$ cat src/rtl/vga_text_engine.sv
// ---------------------------------------------------------------------------
// vga_text_engine
//
// Purpose: generates VGA timing and renders a character grid from a VRAM of
// {colour, glyph} words and an external font ROM. The engine can also run in
// image mode, where each cell shows the low byte of its VRAM word. A blinking
// cursor can be placed on one cell. Rendering is a 5-stage pipeline, and all
// display outputs are aligned to the pixel-colour stage.
//
// Ports:
//   clk          pixel clock
//   reset        asynchronous, active-high
//   vram_rd_en   VRAM read strobe (registered, stage P1)
//   vram_addr    VRAM word address (registered, stage P1)
//   vram_data    [18:16] colour, [15:0] glyph; valid 1 clk after strobe
//   font_addr    {glyph[7:0], glyph row} (registered, stage P3)
//   font_row     glyph row bits, MSB = leftmost pixel; valid 1 clk after addr
//   mode         0 = text, 1 = image (latched at frame start)
//   cursor_en    cursor enable (latched at frame start)
//   cursor_col   cursor cell column (latched at frame start)
//   cursor_row   cursor cell row (latched at frame start)
//   hsync/vsync  sync outputs, active level SYNC_POL, aligned with rgb_out
//   blank        high outside the visible region, aligned with rgb_out
//   rgb_out      RRRGGGBB pixel (registered, stage P5)
//   frame_start  one-clk pulse while the counters sit at (0,0)
// ---------------------------------------------------------------------------
module vga_text_engine #(
    parameter int H_ACTIVE     = 640,
    parameter int H_FP         = 16,
    parameter int H_SYNC       = 96,
    parameter int H_BP         = 48,
    parameter int V_ACTIVE     = 480,
    parameter int V_FP         = 10,
    parameter int V_SYNC       = 2,
    parameter int V_BP         = 33,
    parameter int CHAR_W_LOG2  = 4,
    parameter int CHAR_H_LOG2  = 4,
    parameter int TEXT_COLS    = 40,
    parameter int TEXT_ROWS    = 30,
    parameter int VRAM_AW      = 12,
    parameter int BLINK_FRAMES = 30,
    parameter bit SYNC_POL     = 1'b0
) (
    input  logic                         clk,
    input  logic                         reset,
    output logic                         vram_rd_en,
    output logic [VRAM_AW-1:0]           vram_addr,
    input  logic [18:0]                  vram_data,
    output logic [8+CHAR_H_LOG2-1:0]     font_addr,
    input  logic [(1<<CHAR_W_LOG2)-1:0]  font_row,
    input  logic                         mode,
    input  logic                         cursor_en,
    input  logic [7:0]                   cursor_col,
    input  logic [7:0]                   cursor_row,
    output logic                         hsync,
    output logic                         vsync,
    output logic                         blank,
    output logic [7:0]                   rgb_out,
    output logic                         frame_start
);

    localparam int H_TOTAL = H_ACTIVE + H_FP + H_SYNC + H_BP;
    localparam int V_TOTAL = V_ACTIVE + V_FP + V_SYNC + V_BP;
    localparam int HC_W    = $clog2(H_TOTAL);
    localparam int VC_W    = $clog2(V_TOTAL);
    localparam int BL_W    = (BLINK_FRAMES > 1) ? $clog2(BLINK_FRAMES) : 1;

    localparam logic [HC_W-1:0] HC_LAST = HC_W'(H_TOTAL - 1);
    localparam logic [HC_W-1:0] HC_ACT  = HC_W'(H_ACTIVE);
    localparam logic [HC_W-1:0] HS_BEG  = HC_W'(H_ACTIVE + H_FP);
    localparam logic [HC_W-1:0] HS_END  = HC_W'(H_ACTIVE + H_FP + H_SYNC);
    localparam logic [HC_W-1:0] COLS_C  = HC_W'(TEXT_COLS);
    localparam logic [VC_W-1:0] VC_LAST = VC_W'(V_TOTAL - 1);
    localparam logic [VC_W-1:0] VC_ACT  = VC_W'(V_ACTIVE);
    localparam logic [VC_W-1:0] VS_BEG  = VC_W'(V_ACTIVE + V_FP);
    localparam logic [VC_W-1:0] VS_END  = VC_W'(V_ACTIVE + V_FP + V_SYNC);
    localparam logic [VC_W-1:0] ROWS_C  = VC_W'(TEXT_ROWS);
    localparam logic [BL_W-1:0] BL_LAST = BL_W'(BLINK_FRAMES - 1);

    // 3-bit colour index to RRRGGGBB by bit replication
    function automatic logic [7:0] expand_colour(input logic [2:0] c);
        return {{3{c[2]}}, {3{c[1]}}, {2{c[0]}}};
    endfunction

    // counters and frame-level state
    logic [HC_W-1:0]    r_hc;
    logic [VC_W-1:0]    r_vc;
    logic [VRAM_AW-1:0] r_row_base;
    logic [BL_W-1:0]    r_blink_cnt;
    logic               r_blink_phase;
    logic               r_mode;
    logic               r_cur_en;
    logic [7:0]         r_cur_col;
    logic [7:0]         r_cur_row;

    logic                   w_h_last, w_v_last, w_origin;
    logic [HC_W-1:0]        w_col;
    logic [VC_W-1:0]        w_row;
    logic [CHAR_W_LOG2-1:0] w_cx;
    logic [CHAR_H_LOG2-1:0] w_cy;
    logic                   w_visible, w_grid, w_rd, w_hs, w_vs, w_hit;
    logic                   w_cur_en;
    logic [7:0]             w_cur_col, w_cur_row;

    assign w_h_last  = (r_hc == HC_LAST);
    assign w_v_last  = (r_vc == VC_LAST);
    assign w_origin  = (r_hc == '0) && (r_vc == '0);
    assign w_col     = r_hc >> CHAR_W_LOG2;
    assign w_row     = r_vc >> CHAR_H_LOG2;
    assign w_cx      = r_hc[CHAR_W_LOG2-1:0];
    assign w_cy      = r_vc[CHAR_H_LOG2-1:0];
    assign w_visible = (r_hc < HC_ACT) && (r_vc < VC_ACT);
    assign w_grid    = (w_col < COLS_C) && (w_row < ROWS_C);
    assign w_rd      = w_visible && w_grid;
    assign w_hs      = ((r_hc >= HS_BEG) && (r_hc < HS_END)) ? SYNC_POL : ~SYNC_POL;
    assign w_vs      = ((r_vc >= VS_BEG) && (r_vc < VS_END)) ? SYNC_POL : ~SYNC_POL;

    // On the frame_start cycle the freshly sampled cursor inputs already
    // apply, so pixel (0,0) sees the same cursor as the rest of its frame.
    assign w_cur_en  = w_origin ? cursor_en  : r_cur_en;
    assign w_cur_col = w_origin ? cursor_col : r_cur_col;
    assign w_cur_row = w_origin ? cursor_row : r_cur_row;
    assign w_hit     = w_cur_en && (16'(w_col) == 16'(w_cur_col))
                                && (16'(w_row) == 16'(w_cur_row));

    // Gated by reset so the pulse cannot appear while the block is held.
    assign frame_start = w_origin & ~reset;

    always_ff @(posedge clk or posedge reset) begin
        if (reset) begin
            r_hc          <= '0;
            r_vc          <= '0;
            r_row_base    <= '0;
            r_blink_cnt   <= '0;
            r_blink_phase <= 1'b0;
            r_mode        <= 1'b0;
            r_cur_en      <= 1'b0;
            r_cur_col     <= '0;
            r_cur_row     <= '0;
        end else begin
            if (w_origin) begin
                r_mode    <= mode;
                r_cur_en  <= cursor_en;
                r_cur_col <= cursor_col;
                r_cur_row <= cursor_row;
            end
            if (w_h_last) begin
                r_hc <= '0;
                if (w_v_last) begin
                    r_vc       <= '0;
                    r_row_base <= '0;
                    if (r_blink_cnt == BL_LAST) begin
                        r_blink_cnt   <= '0;
                        r_blink_phase <= ~r_blink_phase;
                    end else begin
                        r_blink_cnt <= r_blink_cnt + BL_W'(1);
                    end
                end else begin
                    r_vc <= r_vc + VC_W'(1);
                    // last glyph line of a character row: next line starts a new row
                    if (&w_cy)
                        r_row_base <= r_row_base + VRAM_AW'(TEXT_COLS);
                end
            end else begin
                r_hc <= r_hc + HC_W'(1);
            end
        end
    end

    // pipeline registers; side-band shift registers: bit 0 = P1 ... bit 4 = P5
    logic                   r_vram_rd_en_p1;
    logic [VRAM_AW-1:0]     r_vram_addr_p1;
    logic [CHAR_W_LOG2-1:0] r_cx_p1, r_cx_p2, r_cx_p3, r_cx_p4;
    logic [CHAR_H_LOG2-1:0] r_cy_p1, r_cy_p2;
    logic [8+CHAR_H_LOG2-1:0] r_font_addr_p3;
    logic [2:0]             r_colour_p3, r_colour_p4;
    logic [7:0]             r_img_p3, r_img_p4;
    logic [7:0]             r_rgb_p5;
    logic [4:0]             r_hs_d, r_vs_d, r_blank_d, r_grid_d, r_hit_d;

    logic [CHAR_W_LOG2-1:0] w_bit_idx;
    logic                   w_bit;
    logic [7:0]             w_pix;
    logic                   w_unused;

    // FONT_W-1-cx for a power-of-two width is the bitwise complement of cx
    assign w_bit_idx = ~r_cx_p4;
    assign w_bit     = font_row[w_bit_idx] ^ (r_hit_d[3] & r_blink_phase);
    assign w_pix     = r_mode ? r_img_p4 : (w_bit ? expand_colour(r_colour_p4) : 8'h00);
    assign w_unused  = ^vram_data[15:8];

    always_ff @(posedge clk or posedge reset) begin
        if (reset) begin
            r_vram_rd_en_p1 <= 1'b0;
            r_vram_addr_p1  <= '0;
            r_cx_p1         <= '0;
            r_cx_p2         <= '0;
            r_cx_p3         <= '0;
            r_cx_p4         <= '0;
            r_cy_p1         <= '0;
            r_cy_p2         <= '0;
            r_font_addr_p3  <= '0;
            r_colour_p3     <= '0;
            r_colour_p4     <= '0;
            r_img_p3        <= '0;
            r_img_p4        <= '0;
            r_rgb_p5        <= '0;
            r_hs_d          <= {5{~SYNC_POL}};
            r_vs_d          <= {5{~SYNC_POL}};
            r_blank_d       <= '1;
            r_grid_d        <= '0;
            r_hit_d         <= '0;
        end else begin
            // P0 -> P1: VRAM request; address holds when no read is issued
            r_vram_rd_en_p1 <= w_rd;
            if (w_rd)
                r_vram_addr_p1 <= r_row_base + VRAM_AW'(w_col);
            r_cx_p1   <= w_cx;
            r_cy_p1   <= w_cy;
            r_hs_d    <= {r_hs_d[3:0], w_hs};
            r_vs_d    <= {r_vs_d[3:0], w_vs};
            r_blank_d <= {r_blank_d[3:0], ~w_visible};
            r_grid_d  <= {r_grid_d[3:0], w_grid};
            r_hit_d   <= {r_hit_d[3:0], w_hit};
            // P1 -> P2: VRAM access in flight
            r_cx_p2 <= r_cx_p1;
            r_cy_p2 <= r_cy_p1;
            // P2 -> P3: VRAM word consumed, font lookup issued
            r_font_addr_p3 <= {vram_data[7:0], r_cy_p2};
            r_colour_p3    <= vram_data[18:16];
            r_img_p3       <= vram_data[7:0];
            r_cx_p3        <= r_cx_p2;
            // P3 -> P4: font access in flight
            r_colour_p4 <= r_colour_p3;
            r_img_p4    <= r_img_p3;
            r_cx_p4     <= r_cx_p3;
            // P4 -> P5: pixel colour, masked outside the visible text grid
            r_rgb_p5 <= (r_blank_d[3] || !r_grid_d[3]) ? 8'h00 : w_pix;
        end
    end

    assign vram_rd_en = r_vram_rd_en_p1;
    assign vram_addr  = r_vram_addr_p1;
    assign font_addr  = r_font_addr_p3;
    assign rgb_out    = r_rgb_p5;
    assign hsync      = r_hs_d[4];
    assign vsync      = r_vs_d[4];
    assign blank      = r_blank_d[4];

endmodule

$ cat config.mk
export PLATFORM = sky130hd
export DESIGN_NAME = vga_text_engine
export DESIGN_NICKNAME = d
export VERILOG_FILES = /design/src/rtl/vga_text_engine.sv
export SDC_FILE = /design/constraint.sdc
export NUM_CORES = 1
export LEC_CHECK = 0
export CAP_MARGIN = 0
export CORE_AREA = 2 2 112 114
export DETAILED_ROUTE_END_ITERATION = 16
export DIE_AREA = 0 0 114 116
export GPL_TIMING_DRIVEN = 0
export PLACE_DENSITY = 0.84
export SLEW_MARGIN = 20
export SYNTH_ARGS = -nofsm -noshare
export SYNTH_HDL_FRONTEND = slang
export SYNTH_SLANG_ARGS = --single-unit
$ cat constraint.sdc
create_clock -name clk -period 4.2 [get_ports clk]
set_input_delay 0.42 -clock clk [delete_from_list [all_inputs] [get_ports clk]]
set_output_delay 0.42 -clock clk [all_outputs]
set_load 0.005 [all_outputs]
# Word level (Yosys, flattened, before mapping)
# Cells that the tools add are included.
# op_classes
addsub	5
magnitude_cmp	9
n_eq_ne	5
muxes	15
n_bitwise	7
n_reduce_logical	17
# op_table
cell	count
two-way mux 8 bit	5
two-way mux 12 bit	2
adder 10 x 1 -> 10 bit, second input constant	2
== test 10 bit, second input constant	2
logical NOT 10 bit	2
< comparator 10 bit, second input constant	2
< comparator 10 x 9 -> 1 bit, second input constant	2
two-way mux 10 bit	2
== test 6 x 8 -> 1 bit	2
adder 12 x 6 -> 12 bit	1
adder 12 x 6 -> 12 bit, second input constant	1
greater-or-equal comparator 10 bit, second input constant	1
greater-or-equal comparator 10 x 9 -> 1 bit, second input constant	1
logical AND 1 bit	8
< comparator 6 x 5 -> 1 bit, second input constant	1
< comparator 6 bit, second input constant	1
adder 5 x 1 -> 5 bit, second input constant	1
== test 5 bit, second input constant	1
< comparator 4 x 5 -> 1 bit, second input constant	1
two-way mux 5 bit	1
binary-select mux 1 bit (select 4 bit)	1
two-way mux 1 bit	4
NOT 4 bit	1
AND reduction 2 bit	2
8 further kinds	11
# word_totals
reg_bits	158
input_bits	55

# Logic depth before layout (Yosys ltp)
# Gate-level depths: netlist (run 1).
# logic_depth
word_depth	7
mapped_depth	9
ltp_nobuf	8

# Worst setup path after synthesis (run 1)
# Ideal clock, no wire load.
# synth_path
path_type	reg2reg
startpoint	register r_vc[0]
endpoint	register r_hit_d[0]
t_arrival_ns	2.937
required_ns	4.099
slack_ns	1.162
stages_incl_launch_ff	10
n_path_buf	1
synth_period_minus_slack_ns	3.038
path_cell_list	dfrtp_1 > inv_1 > ha_1 > or4b_1 > or3_4 > or3_1 > clkbuf_2 > or4_1 > a221o_1 > nor4_1
# synth_between
elab_chain_len	6
# synth_rtl
item	line	rtl
start, declared	87	logic [VC_W-1:0] r_vc;
start signal, assigned	159	r_vc <= r_vc + VC_W'(1);
logical NOT 10 bit *	107	assign w_origin = (r_hc == '0) && (r_vc == '0);
logical AND 1 bit *	107	
two-way mux 8 bit	--	
== test 6 x 8 -> 1 bit	123	assign w_hit = w_cur_en && (16'(w_col) == 16'(w_cur_col))
logical AND 1 bit	123	
logical AND 1 bit *	124	&& (16'(w_row) == 16'(w_cur_row));
via w_hit	101	logic w_visible, w_grid, w_rd, w_hs, w_vs, w_hit;
end signal, assigned	224	r_hit_d <= {r_hit_d[3:0], w_hit};
end, declared	179	logic [4:0] r_hs_d, r_vs_d, r_blank_d, r_grid_d, r_hit_d;
# Mark *: on every way through the listed nets, which the timed path passes. The rest lies on a longest branch.
# A chain may end at the register's enable or synchronous reset.

# Final worst setup path (run 1)
# layout_path
startpoint	register r_vc[1]
endpoint	output port frame_start
# layout_between
elab_chain_len	3
# layout_rtl
item	line	rtl
logical NOT 10 bit	107	
logical AND 1 bit	107	
bitwise AND 1 bit	127	assign frame_start = w_origin & ~reset;
end, declared	59	output logic frame_start
# Every way passes these cells.

==> results.md, run 1 <==
* Outcome: complete, no violations
* Vias in the first global route at 3991
* Maximum vdd drop at 0.302 mV
* Syn_nets at 511
* Die height at 116 µm
* Fmax at 282 MHz
* Slew headroom at 35.5%
* Initial antenna violation count at 0
* Critical-path maximum fanout at 7
* Clk sinks at 146
* GP Congestion at 0.889
* Worst path bufs/invs at 3
* Die width at 114 µm
* EDFF count, synth at 0
* Final hold viol count at 0
* Core Box Area at 0.0119 mm²
* Final Cycle Share at 84.3%
* Crit end category: output port
* WL final at 11600 µm
* # rows at 40
* Initial Util at 47.0%
* RR Endpoint: r_hit_d[0]
* Die area at 0.0132 mm²
* Overflow after GRT at 0
* HP Class: reg2reg
* Setup bufs post-CTS at 0
* CP top delay family: simple AND/OR/NAND/NOR gates
* Clock Pin Slew Worst Setup and Hold Paths at 0.06 ns
* Crit path depth at 8
* Port bufs at 83
* Vias per cell at 5.29
* Critical R2R Launch: r_vc[1]
* Clock tree root buffer cell: clkbuf_16
* DRT antenna net count at 0
* Total CTS buffers at 17
* Slew Viols, Final at 0
* DR pass1 iterations at 4
* CP max stage cell: clkdlybuf4s50_1
* Final layout net count at 617
* Sequential share of the synthesized area at 65.6%
* Worst setup path startpoint: r_vc[1]
* TritonCTS clock tree: yes
* RSZ-0062 raised after global routing: false
* Critical path capture point: frame_start
* Critical Path RT at 3.78 ns
* All-Layer GR Usage at 19.2%
* Worst Tran Pin Value at 0.954 ns
* DRC at 0
* Ports at 92
* Mean Syn Cell Area at 12.6 µm²
* Synth Warn # at 0
* Initial drt markers at 255
* Max-cap violation count at 0
* Layout cells sized above 1 at 14.4%
* Mapped cell area at 0.00560 mm²
* Mapped Cells at 445
* Max stage delay on crit path at 0.50 ns
* DR vias at 3761
* Final count of negative-setup-slack endpoints at 0
* Post-DP HPWL at 8190 µm
* # H-tree levels at 4
* Wirelength per Cell at 16.4 µm
* Cts hold-fix bufs at 0
* Largest net degree at the start of global routing at 39
* Clock buffer depth at 2
* Async SR Flop Fraction at 100%
* Pleak at 3.16 nW
* CP Class: reg2out
* Insertion delay to the later sink of the worst-skew pair at 0.41 ns
* Distinct cells, synth at 46
* Min cycle time layout at 3.54 ns
* Clock skew at 0.00603 ns
* Reg2Reg Depth at 8
* Setup crit start kind: flop
* Arr. time, crit path at 3.12 ns
* Worst reg2reg setup slack at 0.76 ns
* First-pass GRT wire length at 19400 µm
* Power Dens Cells at 415 mW/mm²
* Filler Cell Count at 964
* Total Power at 3.01 mW
* Synth Register Bits at 146
* CP cell instances: inv_1 -> ha_1 -> or4b_1 -> or3_4 -> or3_1 -> clkbuf_2 -> nor2_1 -> clkdlybuf4s50_1
* Post-cts resize count at 0
* Setup TNS after final layout at 0 ns
* Main flop type after synthesis: dfrtp_1
* Area Growth Syn to Fin at 29.7%
* Diodes inserted at 0
[Yosys cell counts, types with 3 or more instances]
cell / instances / area share (%)
mux4_2: 5 / 2.0
o31ai_1: 3 / 0.40
xnor2_1: 23 / 3.6
nand3_1: 17 / 1.5
dfstp_2: 15 / 7.0
nor2_1: 37 / 2.5
ha_1: 11 / 2.5
nand2_1: 44 / 2.9
nor4b_1: 3 / 0.47
xor2_1: 11 / 1.7
a211oi_1: 3 / 0.40
inv_1: 20 / 1.3
or3_1: 4 / 0.45
and3_1: 4 / 0.45
nor3_1: 6 / 0.54
dfrtp_1: 131 / 59
a21oi_1: 15 / 1.3
clkbuf_1: 12 / 0.80
o21ai_0: 17 / 1.5
nand4_1: 5 / 0.56
mux2_2: 22 / 4.4
nor4_1: 3 / 0.34
o2bb2ai_1: 3 / 0.47
[layer usage]
layer,up-vias,track usage (%),routed length [µm]
met5,-,0,0
li1,1724,-,-
met1,1898,23.3,4930
met2,126,32.3,5850
met4,0,7.80,145
met3,13,6.01,707
[cells by family after synthesis]
kind of cell / synth area share, %
DFF: 65.6
muxes: 6.43
and+or+nand+nor: 11.9
other: 0.0669
AOI/OAI and AO/OA: 6.01
xor gates and xnor gates: 5.32
buffers and inverters: 2.30
adders and majority gates: 2.46
[area by class of cell]
type,instances,area (µm²),area share (%)
Inverter,20,78.8,1.09
Timing Repair Buffer,87,911,12.5
Tap cell,147,184,2.53
Sequential cell,146,3670,50.6
Multi-Input combinational cell,265,1800,24.8
Clock inverter,11,113,1.55
Clock buffer,21,450,6.20
Buffer,14,53.8,0.741
[sequential cells by signal, summed over array words and instances, names as in the netlist, 5 cells and up]
register / flops
r_hs_d: 5
r_vs_d: 5
font_addr: 5
r_cur_col: 8
r_row_base: 9
r_hc: 10
rgb_out: 8
vram_addr: 12
r_blink_cnt: 5
r_blank_d: 5
r_img_p3: 7
r_vc: 10
r_cur_row: 8
r_img_p4: 8
[how the worst min path moves through the flow]
stage	cells past startpoint	end	from	slack, ns
floorplan	0	font_addr[0]	r_cy_p2[0]	0.33
global placement	0	r_grid_d[3]	r_grid_d[2]	0.33
detailed placement	0	r_cx_p4[1]	r_cx_p3[1]	0.33
CTS	0	r_cx_p4[1]	r_cx_p3[1]	0.35
global route	0	r_cy_p2[0]	r_cy_p1[0]	0.35
finish	0	r_grid_d[3]	r_grid_d[2]	0.34
[report_power, final]
part	leakage [nW]	switching (mW)	internal, mW
Combinational	1.10	0.0549	0.0807
Sequential	1.79	0.0122	1.43
Clock	0.272	0.549	0.882
Total	3.16	0.616	2.40
[cells in the final DEF, fill, tap and decap left out, types with 2 or more instances in the layout]
| cell type | instances |
|---|---|
| mux2_2 | 22 |
| a21oi_1 | 15 |
| inv_1 | 19 |
| nor2_1 | 37 |
| a22o_1 | 2 |
| o21ai_0 | 17 |
| nor3_1 | 6 |
| o21bai_1 | 2 |
| o22ai_1 | 2 |
| and2_1 | 2 |
| bufinv_16 | 2 |
| nand2_1 | 44 |
| nor4b_1 | 3 |
| dfrtp_1 | 131 |
| clkinvlp_4 | 4 |
| or4_1 | 2 |
| clkdlybuf4s50_1 | 83 |
| clkbuf_16 | 17 |
| nor2b_1 | 2 |
| dfstp_2 | 15 |
| buf_12 | 4 |
| and3_1 | 4 |
| nor4_1 | 3 |
| mux4_2 | 5 |
| o31ai_1 | 3 |
| o2bb2ai_1 | 3 |
| or3_1 | 4 |
| xnor2_1 | 23 |
| ha_1 | 11 |
| clkinv_2 | 6 |
| nand4b_1 | 2 |
| clkbuf_1 | 15 |
| xor2_1 | 11 |
| nand3_1 | 17 |
| nand4_1 | 5 |
| or2_2 | 2 |
| a211oi_1 | 3 |
[per-stage QoR]
step	hold WS [ns]	area [µm²]	utilization (%)	setup slack, ns	cells
after global routing	0.352	7260	61.0	0.528	711
after CTS	0.347	7260	61.0	0.637	711
after detailed placement	0.335	6700	56.3	0.824	679
after floorplan	0.331	5610	-	1.16	445
final	0.343	7260	61.0	0.660	711
after global placement	0.333	6620	55.6	0.838	675
Note: power is estimated with default switching activity, not from simulation.
==> inputs of run 2 (changes only) <==
- CORE_AREA: 2 2 112 114 -> 2 2 106 108
- DIE_AREA: 0 0 114 116 -> 0 0 108 110
- PLACE_DENSITY: 0.84 -> 0.88
- clock period: 4.2 -> 3.7 ns (I/O delays scaled with it)
==> run 2 against run 1 <==
Net effect: clock power up 26%; die area decreased by 10%; via count increased by 1.9%; clock skew grew 0.0024 ns; non-clock buffer count is the same; sequential share of layout area shrank 0.69 points; first-iteration DRC count increased by 22%; critical path depth is 1 lower; largest power group is now clock; cell area rose by 1.4%.
==> results.md, run 2 (synthesis results as in run 1) <==
* Outcome: complete, no violations
* Arr. time, crit path at 3.18 ns
* Fin util at 68.9%
* Maximum vdd drop at 0.350 mV
* Most frequent cells in the layout: 130 x dfrtp_1, 83 x clkdlybuf4s50_1, 44 x nand2_1
* TritonCTS clock tree: yes
* # rows at 38
* Clock buffer depth at 2
* Fmax at 282 MHz
* Min cycle time layout at 3.55 ns
* Die height at 110 µm
* Combinational share of power at 4.5%
* Wirelength per Cell at 16.8 µm
* CP max stage cell: clkdlybuf4s50_1
* Number of flip-flops in the largest register at 12
* Net Switching at 726 µW
* All-Layer GR Usage at 22.1%
* CP cell instances: inv_1 -> ha_1 -> or4b_1 -> or3_4 -> or3_1 -> nor2_1 -> clkdlybuf4s50_1
* Initial Util at 52.4%
* Reg2Reg Depth at 8
* Final hold viol count at 0
* Worst path bufs/invs at 2
* Die area at 0.0119 mm²
* Clk sinks at 146
* Vias in the first global route at 4074
* Post-cts resize count at 0
* Clock Pin Slew Worst Setup and Hold Paths at 0.06 ns
* Power Dens Cells at 489 mW/mm²
* Clock skew at 0.00839 ns
* DR pass1 iterations at 5
* Setup bufs post-CTS at 0
* Setup crit start kind: flop
* Worst Tran Pin Value at 0.900 ns
* Cts hold-fix bufs at 0
* Initial drt markers at 311
* Diodes inserted at 0
* Worst reg2reg setup slack at 0.18 ns
* Pleak at 3.21 nW
* HP Class: in2async
* Die width at 108 µm
* Largest net degree at the start of global routing at 39
* # H-tree levels at 4
* Final layout net count at 617
* Worst setup path startpoint: r_vc[1]
* Clock tree root buffer cell: clkbuf_8
* Core Box Area at 0.0107 mm²
* Met2 wire length at 6030 µm
* Commonest non-fill, non-tap cell in the layout: dfrtp_1
* RR Endpoint: r_hit_d[0]
* Seq pwr share at 45.6%
* Top sig layer: met4
* Crit end category: output port
* Final count of negative-setup-slack endpoints at 0
* GP Congestion at 0.906
* Setup TNS after final layout at 0 ns
* Max stage delay on crit path at 0.50 ns
* First-pass GRT wire length at 19900 µm
* Slew headroom at 39.1%
* Int Power at 2.88 mW
* Met3 WL at 886 µm
* Area Growth Syn to Fin at 31.5%
* CP Class: reg2out
* Critical-path maximum fanout at 7
* DRT antenna net count at 0
* Overflow after GRT at 0
* Max-cap violation count at 0
* Vias per cell at 5.44
* CP top delay family: simple AND/OR/NAND/NOR gates
* Layout cells sized above 1 at 15.1%
* Sw frac at 20.2%
* Final Cycle Share at 96.0%
* Port bufs at 83
* Critical Path RT at 3.33 ns
* Metal1 wirelength at 4750 µm
* DRC at 0
* RSZ-0062 raised after global routing: false
* Post-DP HPWL at 8040 µm
* DR vias at 3832
* Total CTS buffers at 17
* WL final at 11800 µm
* Initial antenna violation count at 0
* Critical R2R Launch: r_vc[1]
* Insertion delay to the later sink of the worst-skew pair at 0.52 ns
* Ports at 92
* Slew Viols, Final at 0
* Power share of the clock group at 49.9%
==> run 2: worst max path at each step <==
| stage | depth (start not counted) | to | slack, ns |
|---|---|---|---|
| 6_report | 7 | frame_start | 0.15 |
| 5_1_grt | 7 | frame_start | 0.009 |
| 4_1_cts | 8 | frame_start | 0.11 |
| 3_5_place_dp | 8 | r_hit_d[0] | 0.37 |
| 3_3_place_gp | 8 | r_hit_d[0] | 0.39 |
| 2_1_floorplan | 9 | r_hit_d[0] | 0.66 |
==> run 2: power groups by stage <==
stage | sequential, mW | clock, mW | combinational [mW]
floorplan | 1.67 | 0 | 0.0544
global placement | 1.67 | 0 | 0.140
detailed placement | 1.67 | 0 | 0.162
CTS | 1.64 | 1.83 | 0.165
global route | 1.64 | 1.90 | 0.179
finish | 1.64 | 1.80 | 0.162
==> run 2: through the flow <==
stage | instances | power, mW | hold WS (ns) | area (µm²) | setup slack (ns)
after global routing | 704 | 3.73 | 0.255 | 7370 | 0.00884
after global placement | 668 | 1.81 | 0.332 | 6610 | 0.389
after CTS | 705 | 3.64 | 0.216 | 7370 | 0.105
after floorplan | 445 | 1.72 | 0.331 | 5610 | 0.662
after detailed placement | 673 | 1.83 | 0.335 | 6730 | 0.375
final | 704 | 3.61 | 0.229 | 7370 | 0.148
==> run 2: area by class of cell <==
class	count	area, µm²
sequential	146	3670
fill	761	3330
multi-input combinational	265	1800
timing repair buffer	88	953
clock buffer	21	459
clock inverter	11	176
tap	140	175
inverter	20	78.8
buffer	13	48.8
==> run 2: layer usage <==
layer  global-route usage (%)  vias up
met5                        0        -
met4                     6.68        0
met3                     6.35       23
met2                     38.7      194
met1                     26.8     1884
li1                         -     1731
==> run 2: worst register-to-register path, delay by kind of cell, from the launching register on <==
| family | cells | cell delay, ns |
|---|---|---|
| compound gates | 1 | 0.35 |
| flops | 1 | 0.44 |
| buf+inv | 1 | 0.10 |
| mux | 1 | 0.45 |
| simple gates | 4 | 1.90 |
| fa+ha+maj | 1 | 0.16 |
